**src/rtl/uctl_fifo_drain_pkg.sv**
```systemverilog
// rtl/uctl_fifo_drain_pkg.sv - shared types, helpers and default widths for the FIFO drain arbiter
//
// Purpose: state encoding for the drain scheduler, a constant clog2 helper,
// and default parameter values with the widths derived from them.
// Ports: none (package).

package uctl_fifo_drain_pkg;

  typedef enum logic [1:0] {
    IDLE  = 2'd0,
    ARB   = 2'd1,
    BURST = 2'd2,
    DRAIN = 2'd3
  } state_e;

  // Ceiling log2, never less than 1 so that a 1-bit field is always legal.
  function automatic int clog2(input int n);
    int r;
    r = 0;
    for (int i = 0; i < 31; i++) begin
      if ((1 << i) < n) r = i + 1;
    end
    return (r < 1) ? 1 : r;
  endfunction

  localparam int NUM_EP_DFLT    = 4;
  localparam int MAX_BURST_DFLT = 8;
  localparam int EP_W_DFLT      = clog2(NUM_EP_DFLT);
  localparam int LEN_W_DFLT     = clog2(MAX_BURST_DFLT + 1);

endpackage

```
**src/rtl/uctl_rr_pick.sv**
```systemverilog
// rtl/uctl_rr_pick.sv - combinational round-robin picker
//
// Purpose: returns the index of the first set request bit at or above ptr,
// wrapping around past N-1, plus a flag saying whether any bit was set.
// Ports:
//   req   in  N  request vector
//   ptr   in  W  search start index (must be < N)
//   idx   out W  index of the selected request (0 when none)
//   found out 1  at least one request bit was set

module uctl_rr_pick #(
  parameter int N = 4,
  parameter int W = 2
) (
  input  logic [N-1:0] req,
  input  logic [W-1:0] ptr,
  output logic [W-1:0] idx,
  output logic         found
);

  logic [W-1:0] cand;

  always_comb begin
    idx   = '0;
    found = 1'b0;
    cand  = '0;
    for (int i = 0; i < N; i++) begin
      cand = W'((int'(ptr) + i) % N);
      if (!found && req[cand]) begin
        found = 1'b1;
        idx   = cand;
      end
    end
  end

endmodule

```
**src/rtl/uctl_fifo_drain_arb.sv**
```systemverilog
// rtl/uctl_fifo_drain_arb.sv - round-robin burst drain of endpoint FIFOs into one stream
//
// Purpose: picks one eligible endpoint FIFO at a time, issues a credit-limited
// burst of read strobes sized from its fill level, and forwards the returned
// words through a 2-entry output buffer tagged with endpoint id and last flag.
// Ports:
//   clk, rst           clock (FIFO read clock) and async active-high reset
//   enable             allows new arbitration rounds
//   ep_flush           per-EP request to drain below the burst threshold
//   ep_empty           per-EP FIFO empty flags
//   ep_numOfData       packed per-EP fill levels
//   ep_dataOut         packed per-EP read data (1-cycle read latency)
//   ep_rdEn            one-hot read strobes
//   out_data/ep/last   output buffer head word, source EP, last-of-burst
//   out_valid/ready    output handshake
//   busy               scheduler active or buffer non-empty

module uctl_fifo_drain_arb
  import uctl_fifo_drain_pkg::*;
#(
  parameter  int NUM_EP        = NUM_EP_DFLT,
  parameter  int FIFO_ADDRSIZE = 4,
  parameter  int FIFO_DATASIZE = 32,
  parameter  int BURST_TH      = 4,
  parameter  int MAX_BURST     = MAX_BURST_DFLT,
  localparam int EP_W          = clog2(NUM_EP),
  localparam int LEN_W         = clog2(MAX_BURST + 1),
  localparam int NOD_W         = FIFO_ADDRSIZE + 1
) (
  input  logic                              clk,
  input  logic                              rst,
  input  logic                              enable,
  input  logic [NUM_EP-1:0]                 ep_flush,
  input  logic [NUM_EP-1:0]                 ep_empty,
  input  logic [NUM_EP*NOD_W-1:0]           ep_numOfData,
  input  logic [NUM_EP*FIFO_DATASIZE-1:0]   ep_dataOut,
  output logic [NUM_EP-1:0]                 ep_rdEn,
  output logic [FIFO_DATASIZE-1:0]          out_data,
  output logic [EP_W-1:0]                   out_ep,
  output logic                              out_last,
  output logic                              out_valid,
  input  logic                              out_ready,
  output logic                              busy
);

  state_e              state;
  logic [EP_W-1:0]     rr_ptr;
  logic [EP_W-1:0]     grant;
  logic [LEN_W-1:0]    len;
  logic [LEN_W-1:0]    remaining;
  logic [LEN_W-1:0]    cap_idx;
  logic                rd_q;       // an rdEn was issued last cycle; its word arrives now

  logic [NOD_W-1:0]         nod_arr  [NUM_EP];
  logic [FIFO_DATASIZE-1:0] data_arr [NUM_EP];
  logic [NUM_EP-1:0]        elig;
  logic [EP_W-1:0]          pick_idx;
  logic                     pick_found;
  logic [NOD_W-1:0]         pick_nod;
  logic [LEN_W-1:0]         pick_len;

  logic [FIFO_DATASIZE-1:0] buf_data [2];
  logic [EP_W-1:0]          buf_ep   [2];
  logic                     buf_last [2];
  logic                     rd_ptr;
  logic                     wr_ptr;
  logic [1:0]               occ;

  logic       push;
  logic       pop;
  logic       issue;
  logic [2:0] credit;
  logic       push_last;

  // Unpack the per-EP buses and evaluate eligibility.
  always_comb begin
    for (int i = 0; i < NUM_EP; i++) begin
      nod_arr[i]  = ep_numOfData[i*NOD_W +: NOD_W];
      data_arr[i] = ep_dataOut[i*FIFO_DATASIZE +: FIFO_DATASIZE];
      elig[i]     = !ep_empty[i] && ((32'(nod_arr[i]) >= BURST_TH) || ep_flush[i]);
    end
  end

  uctl_rr_pick #(
    .N (NUM_EP),
    .W (EP_W)
  ) u_rr_pick (
    .req   (elig),
    .ptr   (rr_ptr),
    .idx   (pick_idx),
    .found (pick_found)
  );

  always_comb begin
    pick_nod = nod_arr[pick_idx];
    if (32'(pick_nod) > MAX_BURST) pick_len = LEN_W'(MAX_BURST);
    else                           pick_len = LEN_W'(pick_nod);
  end

  assign pop       = out_valid && out_ready;
  assign push      = rd_q;
  assign push_last = (cap_idx == len - LEN_W'(1));

  // Credit check counts the entry leaving this cycle as already free, which
  // is what lets a read go out every cycle while out_ready stays high.
  always_comb begin
    credit  = 3'(occ) - 3'(pop) + 3'(rd_q) + 3'd1;
    issue   = (state == BURST) && (credit <= 3'd2);
    ep_rdEn = '0;
    if (issue) ep_rdEn[grant] = 1'b1;
  end

  always_ff @(posedge clk or posedge rst) begin
    if (rst) begin
      state     <= IDLE;
      rr_ptr    <= '0;
      grant     <= '0;
      len       <= '0;
      remaining <= '0;
      cap_idx   <= '0;
      rd_q      <= 1'b0;
    end else begin
      rd_q <= issue;
      if (push) cap_idx <= cap_idx + LEN_W'(1);
      case (state)
        IDLE: begin
          if (enable && (|elig)) state <= ARB;
        end
        ARB: begin
          if (pick_found) begin
            grant     <= pick_idx;
            len       <= pick_len;
            remaining <= pick_len;
            cap_idx   <= '0;
            state     <= BURST;
          end else begin
            state <= IDLE;
          end
        end
        BURST: begin
          if (issue) begin
            remaining <= remaining - LEN_W'(1);
            if (remaining == LEN_W'(1)) state <= DRAIN;
          end
        end
        DRAIN: begin
          // The final rdEn went out last cycle, so its word is captured on
          // this edge; the burst is fully accounted for.
          rr_ptr <= (32'(grant) == NUM_EP - 1) ? '0 : grant + 1'b1;
          state  <= IDLE;
        end
        default: state <= IDLE;
      endcase
    end
  end

  always_ff @(posedge clk or posedge rst) begin
    if (rst) begin
      occ    <= '0;
      rd_ptr <= 1'b0;
      wr_ptr <= 1'b0;
      for (int i = 0; i < 2; i++) begin
        buf_data[i] <= '0;
        buf_ep[i]   <= '0;
        buf_last[i] <= 1'b0;
      end
    end else begin
      if (push) begin
        buf_data[wr_ptr] <= data_arr[grant];
        buf_ep[wr_ptr]   <= grant;
        buf_last[wr_ptr] <= push_last;
        wr_ptr           <= ~wr_ptr;
      end
      if (pop) rd_ptr <= ~rd_ptr;
      occ <= occ + 2'(push) - 2'(pop);
    end
  end

  assign out_valid = (occ != 2'd0);
  assign out_data  = buf_data[rd_ptr];
  assign out_ep    = buf_ep[rd_ptr];
  assign out_last  = buf_last[rd_ptr];
  assign busy      = (state != IDLE) || (occ != 2'd0);

  a_no_overflow : assert property (@(posedge clk) disable iff (rst)
    !(push && !pop && occ == 2'd2));

  a_no_read_empty : assert property (@(posedge clk) disable iff (rst)
    !(issue && ep_empty[grant]));

endmodule

```
**config.mk**
```make
export PLATFORM = sky130hd
export DESIGN_NAME = uctl_fifo_drain_arb
export DESIGN_NICKNAME = d
export VERILOG_FILES = /design/src/rtl/uctl_fifo_drain_pkg.sv /design/src/rtl/uctl_rr_pick.sv /design/src/rtl/uctl_fifo_drain_arb.sv
export SDC_FILE = /design/constraint.sdc
export NUM_CORES = 1
export LEC_CHECK = 0
export ABC_AREA = 1
export BUFFER_PORTS_ARGS = -buffer_cell sky130_fd_sc_hd__buf_2
export CORE_UTILIZATION = 55
export DETAILED_ROUTE_END_ITERATION = 10
export HOLD_SLACK_MARGIN = 0.1
export PLACE_DENSITY_LB_ADDON = 0.15
export SLEW_MARGIN = 20
export SYNTH_ARGS = -nofsm -noshare
export SYNTH_HDL_FRONTEND = slang
export SYNTH_SLANG_ARGS = --single-unit
```
**constraint.sdc**
```tcl
create_clock -name clk -period 9.7 [get_ports clk]
set_clock_uncertainty 0.1 [all_clocks]
set_input_delay 2.91 -clock clk [delete_from_list [all_inputs] [get_ports clk]]
set_output_delay 2.91 -clock clk [all_outputs]
set_load 0.05 [all_outputs]
```
=== After elaboration in Yosys (flattened, before gate mapping) ===
Index checks and enable logic that the tools add are counted.

* $add $sub $neg: 12
* Multipliers: 0
* Div/mod/pow operators: 0
* Magnitude comparators: 17
* Equal/unequal tests: 10
* Shift operators: 0
* Multiplexer cells: 56
* Bitwise operators: 6
* Reductions and logical operators: 32

{| class="wikitable"
|+ Operator list
! cell !! number
|-
| 32-bit two-way mux || 6
|-
| 32-bit binary-select mux with 2-bit select || 1
|-
| 64-bit bitwise mux || 1
|-
| 32-bit demux with 1-bit select || 1
|-
| 4-bit two-way mux || 7
|-
| 2-bit two-way mux || 13
|-
| 5-bit by 3-bit >= comparator with 1-bit output, second input constant || 4
|-
| 2-bit by 3-bit < comparator with 1-bit output, second input constant || 5
|-
| 1-bit two-way mux || 13
|-
| 1-bit logical AND || 12
|-
| 5-bit binary-select mux with 2-bit select || 1
|-
| 5-bit two-way mux || 2
|-
| 1-bit binary-select mux with 2-bit select || 4
|-
| 2-bit case mux with 4 select lines || 1
|-
| 4-bit case mux with 2 select lines || 1
|-
| 4-bit by 1-bit subtractor with 4-bit output, second input constant || 2
|-
| 1-bit zero test || 7
|-
| 2-bit == test, second input constant || 3
|-
| 3-bit >= comparator, second input constant || 2
|-
| 2-bit != test, second input constant || 3
|-
| 2-bit inverter with 3-bit output || 2
|-
| 3-bit AND reduction || 2
|-
| 2-bit nonzero test || 3
|-
| 5-bit by 4-bit > comparator with 1-bit output, second input constant || 1
|-
| other kinds (27) || 36
|}

* Register bits after elaboration: 93
* Bits in latches: 0
* Memory bits (writable): 0
* Bits in read-only memories: 0
* Input port bits: 160
* Output and inout port bits: 41
* Logic and storage cells: 149
* Memories kept: 0

=== Longest topological paths before layout ===
* Depth after elaboration: 23
* Gate-level depth with buffers: 19
* Depth with buffers taken out: 18

=== Cells and area by module ===
Synthesis repeated with hierarchy kept, for this count alone.

* Cell total of the unflattened synthesis: 813
* Area total of the unflattened synthesis: 5783.0 µm²

{| class="wikitable"
|+ Modules (own cells, without submodules)
! module !! times used !! cells each !! area each (µm²) !! seq. area each (µm²)
|-
| uctl_fifo_drain_arb || 1 || 754 || 5464.0 || 2327.2
|-
| uctl_rr_pick || 1 || 59 || 319.1 || 0.0
|}

=== Least setup slack after synthesis ===
OpenSTA, ideal clock, no wires.

* Kind: input to output
* Start: input port out_ready
* End: output port ep_rdEn[0]
* Arrival: 4.753 ns
* Setup slack: 1.937 ns
* Stages: 8
* Cells stage by stage: nand2_1 inv_1 fa_1 ha_1 a31oi_1 nor2_1 inv_1 nor2_1

* Word-level cells in the longest chain between the ends: 7

{| class="wikitable"
|+ RTL lines
! item !! line !! source
|-
| start: declaration || uctl_fifo_drain_arb.sv:42 || <nowiki>input logic out_ready,</nowiki>
|-
| 1-bit logical AND || uctl_fifo_drain_arb.sv:100 || <nowiki>assign pop = out_valid && out_ready;</nowiki>
|-
| net pop || uctl_fifo_drain_arb.sv:70 || <nowiki>logic pop;</nowiki>
|-
| 2-bit by 1-bit subtractor with 3-bit output || uctl_fifo_drain_arb.sv:107 || <nowiki>credit = 3'(occ) - 3'(pop) + 3'(rd_q) + 3'd1;</nowiki>
|-
| 3-bit by 1-bit adder with 3-bit output (2 in a row) || uctl_fifo_drain_arb.sv:107 ||
|-
| 3-bit by 2-bit less-or-equal comparator with 1-bit output || uctl_fifo_drain_arb.sv:108 || <nowiki>issue = (state == BURST) && (credit <= 3'd2);</nowiki>
|-
| 1-bit logical AND || uctl_fifo_drain_arb.sv:108 ||
|-
| net issue || uctl_fifo_drain_arb.sv:71 || <nowiki>logic issue;</nowiki>
|-
| 4-bit two-way mux || uctl_fifo_drain_arb.sv:110 || <nowiki>if (issue) ep_rdEn[grant] = 1'b1;</nowiki>
|-
| end: declaration || uctl_fifo_drain_arb.sv:37 || <nowiki>output logic [NUM_EP-1:0] ep_rdEn,</nowiki>
|}

The timed path passes the listed nets, and every way through them passes these cells.

=== Final worst setup path ===
* Start: input port out_ready
* End: output port ep_rdEn[1]

Same word-level chain as after synthesis.

==> summary.txt <==
Status
  – Status: finished, final reports clean

Setup path
  – Reg2reg start: grant[0]
  – CP Class: input pin to primary output
  – Slowest Stage Delay on Critical Path: 0.39 ns
  – Worst setup startpoint: out_ready
  – Slowest CP cell: fa_1
  – Reg2reg setup slack: 6.99 ns
  – Cells along the critical path: buf_2, nand2_1, inv_1, fa_1, ha_1, a31oi_1, nor2_1, inv_1, nor2_1, buf_2
  – Worst endpoint required time: 6.69 ns
  – Worst Path Arrival: 4.76 ns
  – Reg2reg end: rr_ptr[1]
  – Reg2Reg Depth: 4
  – CP Max Fanout: 5
  – CP top delay family: adder cells
  – Worst Setup End Kind: primary output
  – Worst Path Buf+Inv: 4
  – Startpoint types: input pin

Clock network
  – CTS tree: yes
  – Clock latency on the worst-skew pair: 0.36 ns
  – Clk slew on worst S/H paths: 0.09 ns
  – CTS resizes: 0
  – Inserted Clock Buffers: 9
  – Postcts setup bufs: 0
  – Hold buffers post-CTS: 0
  – Sink Count: 93
  – Clock buffer depth: 2
  – H-tree levels: 3
  – Clock root cell: clkbuf_8

Logic synthesis
  – Synth unique cells: 37
  – Post-Syn Instances: 714
  – Synth Register Bits: 93
  – Mapped Area: 0.005660 mm2
  – Seq/Total Area, Yosys: 41.11%
  – Syn_nets: 887
  – Syn. warnings: 0
  – FFs w/ async S/R, synth: 100.0%
  – Synth Area per Inst: 7.928 um2
  – Number of synthesized flops with an enable pin: 0
  – Top_reg_cell synth: dfrtp_1

GRT
  – First-pass GRT wire length: 21.63 mm
  – Initial antenna violation count: 0
  – Vias in the first global route: 4871
  – Overflow after GRT: 0
  – Largest net degree at the start of global routing: 72
  – Gr usage total: 26.18%

Pwr
  – Comb pwr share: 62.6%
  – Final Power: 2.634 mW
  – Worst vdd ir: 0.2263 mV
  – Net Sw Frac: 52.98%
  – Reg power frac: 27.4%
  – PD cells: 382.7 mW/mm2
  – Int Power: 1.238 mW
  – Clock network fraction of total power: 9.9%
  – Sw power: 1.395 mW
  – P_leak: 3.619 nW

Routing
  – Routed wire per std cell: 13.60 um
  – DRC violations left: 0
  – Total wire length after detailed routing: 13.89 mm
  – Vias per cell: 5.330
  – Initial DRC Count: 189
  – Routed Antenna Nets: 0
  – DR vias: 5442
  – Drt first pass iters: 5

Cells and area
  – Number of diodes: 0
  – Fin util: 69.77%
  – Multi-input logic area: 0.002998 mm2
  – Nets: 1056
  – Commonest non-fill, non-tap cell in the layout: nand2_1
  – Fill cells: 835
  – Area Overhead vs Synth: 21.60%
  – FF+latch area: 0.002331 mm2
  – Layout cell share with drive strength beyond 1: 32.09%
  – Most frequent cells in the layout: 235 x nand2_1, 200 x buf_2, 92 x dfrtp_1

Die
  – Die Y: 103.4 um
  – Io pins: 201
  – Cell Rows: 36
  – Total core area: 0.009864 mm2
  – Die Width: 103.4 um
  – Starting density of the core: 57.38%
  – DIE AREA: 0.01070 mm2

Timing
  – Tmin final: 7.774 ns
  – FMAX: 128.6 MHz
  – RSZ-0062 raised after global routing: false
  – Final setup margin: 1.926 ns
  – Fin. max-slew vios: 0
  – Endpoints failing hold: 0
  – # setup viols final: 0
  – Period utilisation layout: 80.14%
  – Hold WS: 0.3825 ns
  – Setup_tns: 0 ns
  – Slew headroom: 40.30%
  – Worst Max-Slew Pin Slew: 0.8945 ns

Job
  – Max Cap Viol: 0

Placement
  – Placement Setup Slack: 1.929 ns
  – # port buffers: 200
  – Final GP Congestion: 0.8232
  – Placed wire-length estimate: 10.07 mm

Worst hold path
  – Hold Path Origin: rd_ptr
  – Hold path endpoint: rd_ptr
  – Hold Path Stages: 1
  – Hold/Removal Path Class: register to register
==> cell usage after synthesis (3+ instances only) <==
cell type,number,area (um2)
nand2_1,236,885.9
o21ai_1,5,25.02
xor2_1,6,52.55
mux2_2,35,394.1
inv_1,36,135.1
nand2_2,4,25.02
nand3b_1,3,22.52
a32o_1,32,320.3
dfrtp_1,93,2327
a21oi_1,39,195.2
nor2_2,4,25.02
nand3_1,29,145.1
nor2_1,25,93.84
xnor2_1,5,43.79
clkbuf_1,35,131.4
inv_2,4,15.01
nand3_2,6,60.06
ha_1,12,150.1
o21ai_0,75,375.4
buf_1,6,22.52
nor3_1,3,15.01
==> sequential cells by signal, summed over array words and instances, names as in the netlist, 2 cells and up, named ones only <==
register and flops:
occ 2, rr_ptr 2, buf_last 2, remaining 4, grant 2, buf_ep 4
buf_data 64, cap_idx 4, len 4
==> worst register-to-register path, cell delays in order, from the launching register on <==
cell and delay (ns):
dfrtp_4 0.85, clkinv_2 0.91, ha_1 0.60, nand2_1 0.06
o21ai_0 0.07
==> routing by layer <==
| metal | GRT usage, % | vias up | share of wire [%] |
|---|---|---|---|
| li1 | - | 2726 | - |
| met1 | 30.32 | 2532 | 42 |
| met2 | 49.77 | 168 | 51 |
| met3 | 3.495 | 16 | 5.3 |
| met4 | 8.234 | 0 | 1.5 |
| met5 | 0 | - | 0 |
==> worst max path at each step <==
stage	to	slack [ns]	depth (start not counted)
global placement	ep_rdEn[0]	1.98	10
detailed placement	ep_rdEn[1]	1.93	10
floorplan	ep_rdEn[0]	1.94	8
global route	ep_rdEn[1]	1.79	10
finish	ep_rdEn[1]	1.93	10
CTS	ep_rdEn[1]	1.92	10
==> cells by family after synthesis <==
group	synth area share (%)
compound gates	16.87
xor+xnor	1.989
fa+ha+maj	3.006
buf+inv	6.101
flops	41.11
mux	6.963
simple gates	23.96
==> per-stage QoR <==
stage               cells  instance area, um2
CTS                  1021                6872
global placement     1005                6673
finish               1021                6883
floorplan             714                5660
detailed placement   1005                6673
global route         1021                6883
==> area by class of cell <==
cell class	instances	area share [%]
well taps	133	2.418
clock inverters	5	0.8362
flip-flops and latches	93	33.87
clock buffers	11	2.054
inverters	42	2.400
repair buffers	203	14.87
multi-input cells	534	43.56
==> power groups by stage <==
stage	registers, mW	logic [mW]	clock network [mW]
2_1_floorplan	0.652	1.38	0
3_3_place_gp	0.709	1.61	0
3_5_place_dp	0.726	1.65	0
4_1_cts	0.719	1.66	0.268
5_1_grt	0.748	1.81	0.283
6_report	0.722	1.65	0.262
Power figures use the tool's default switching activity.
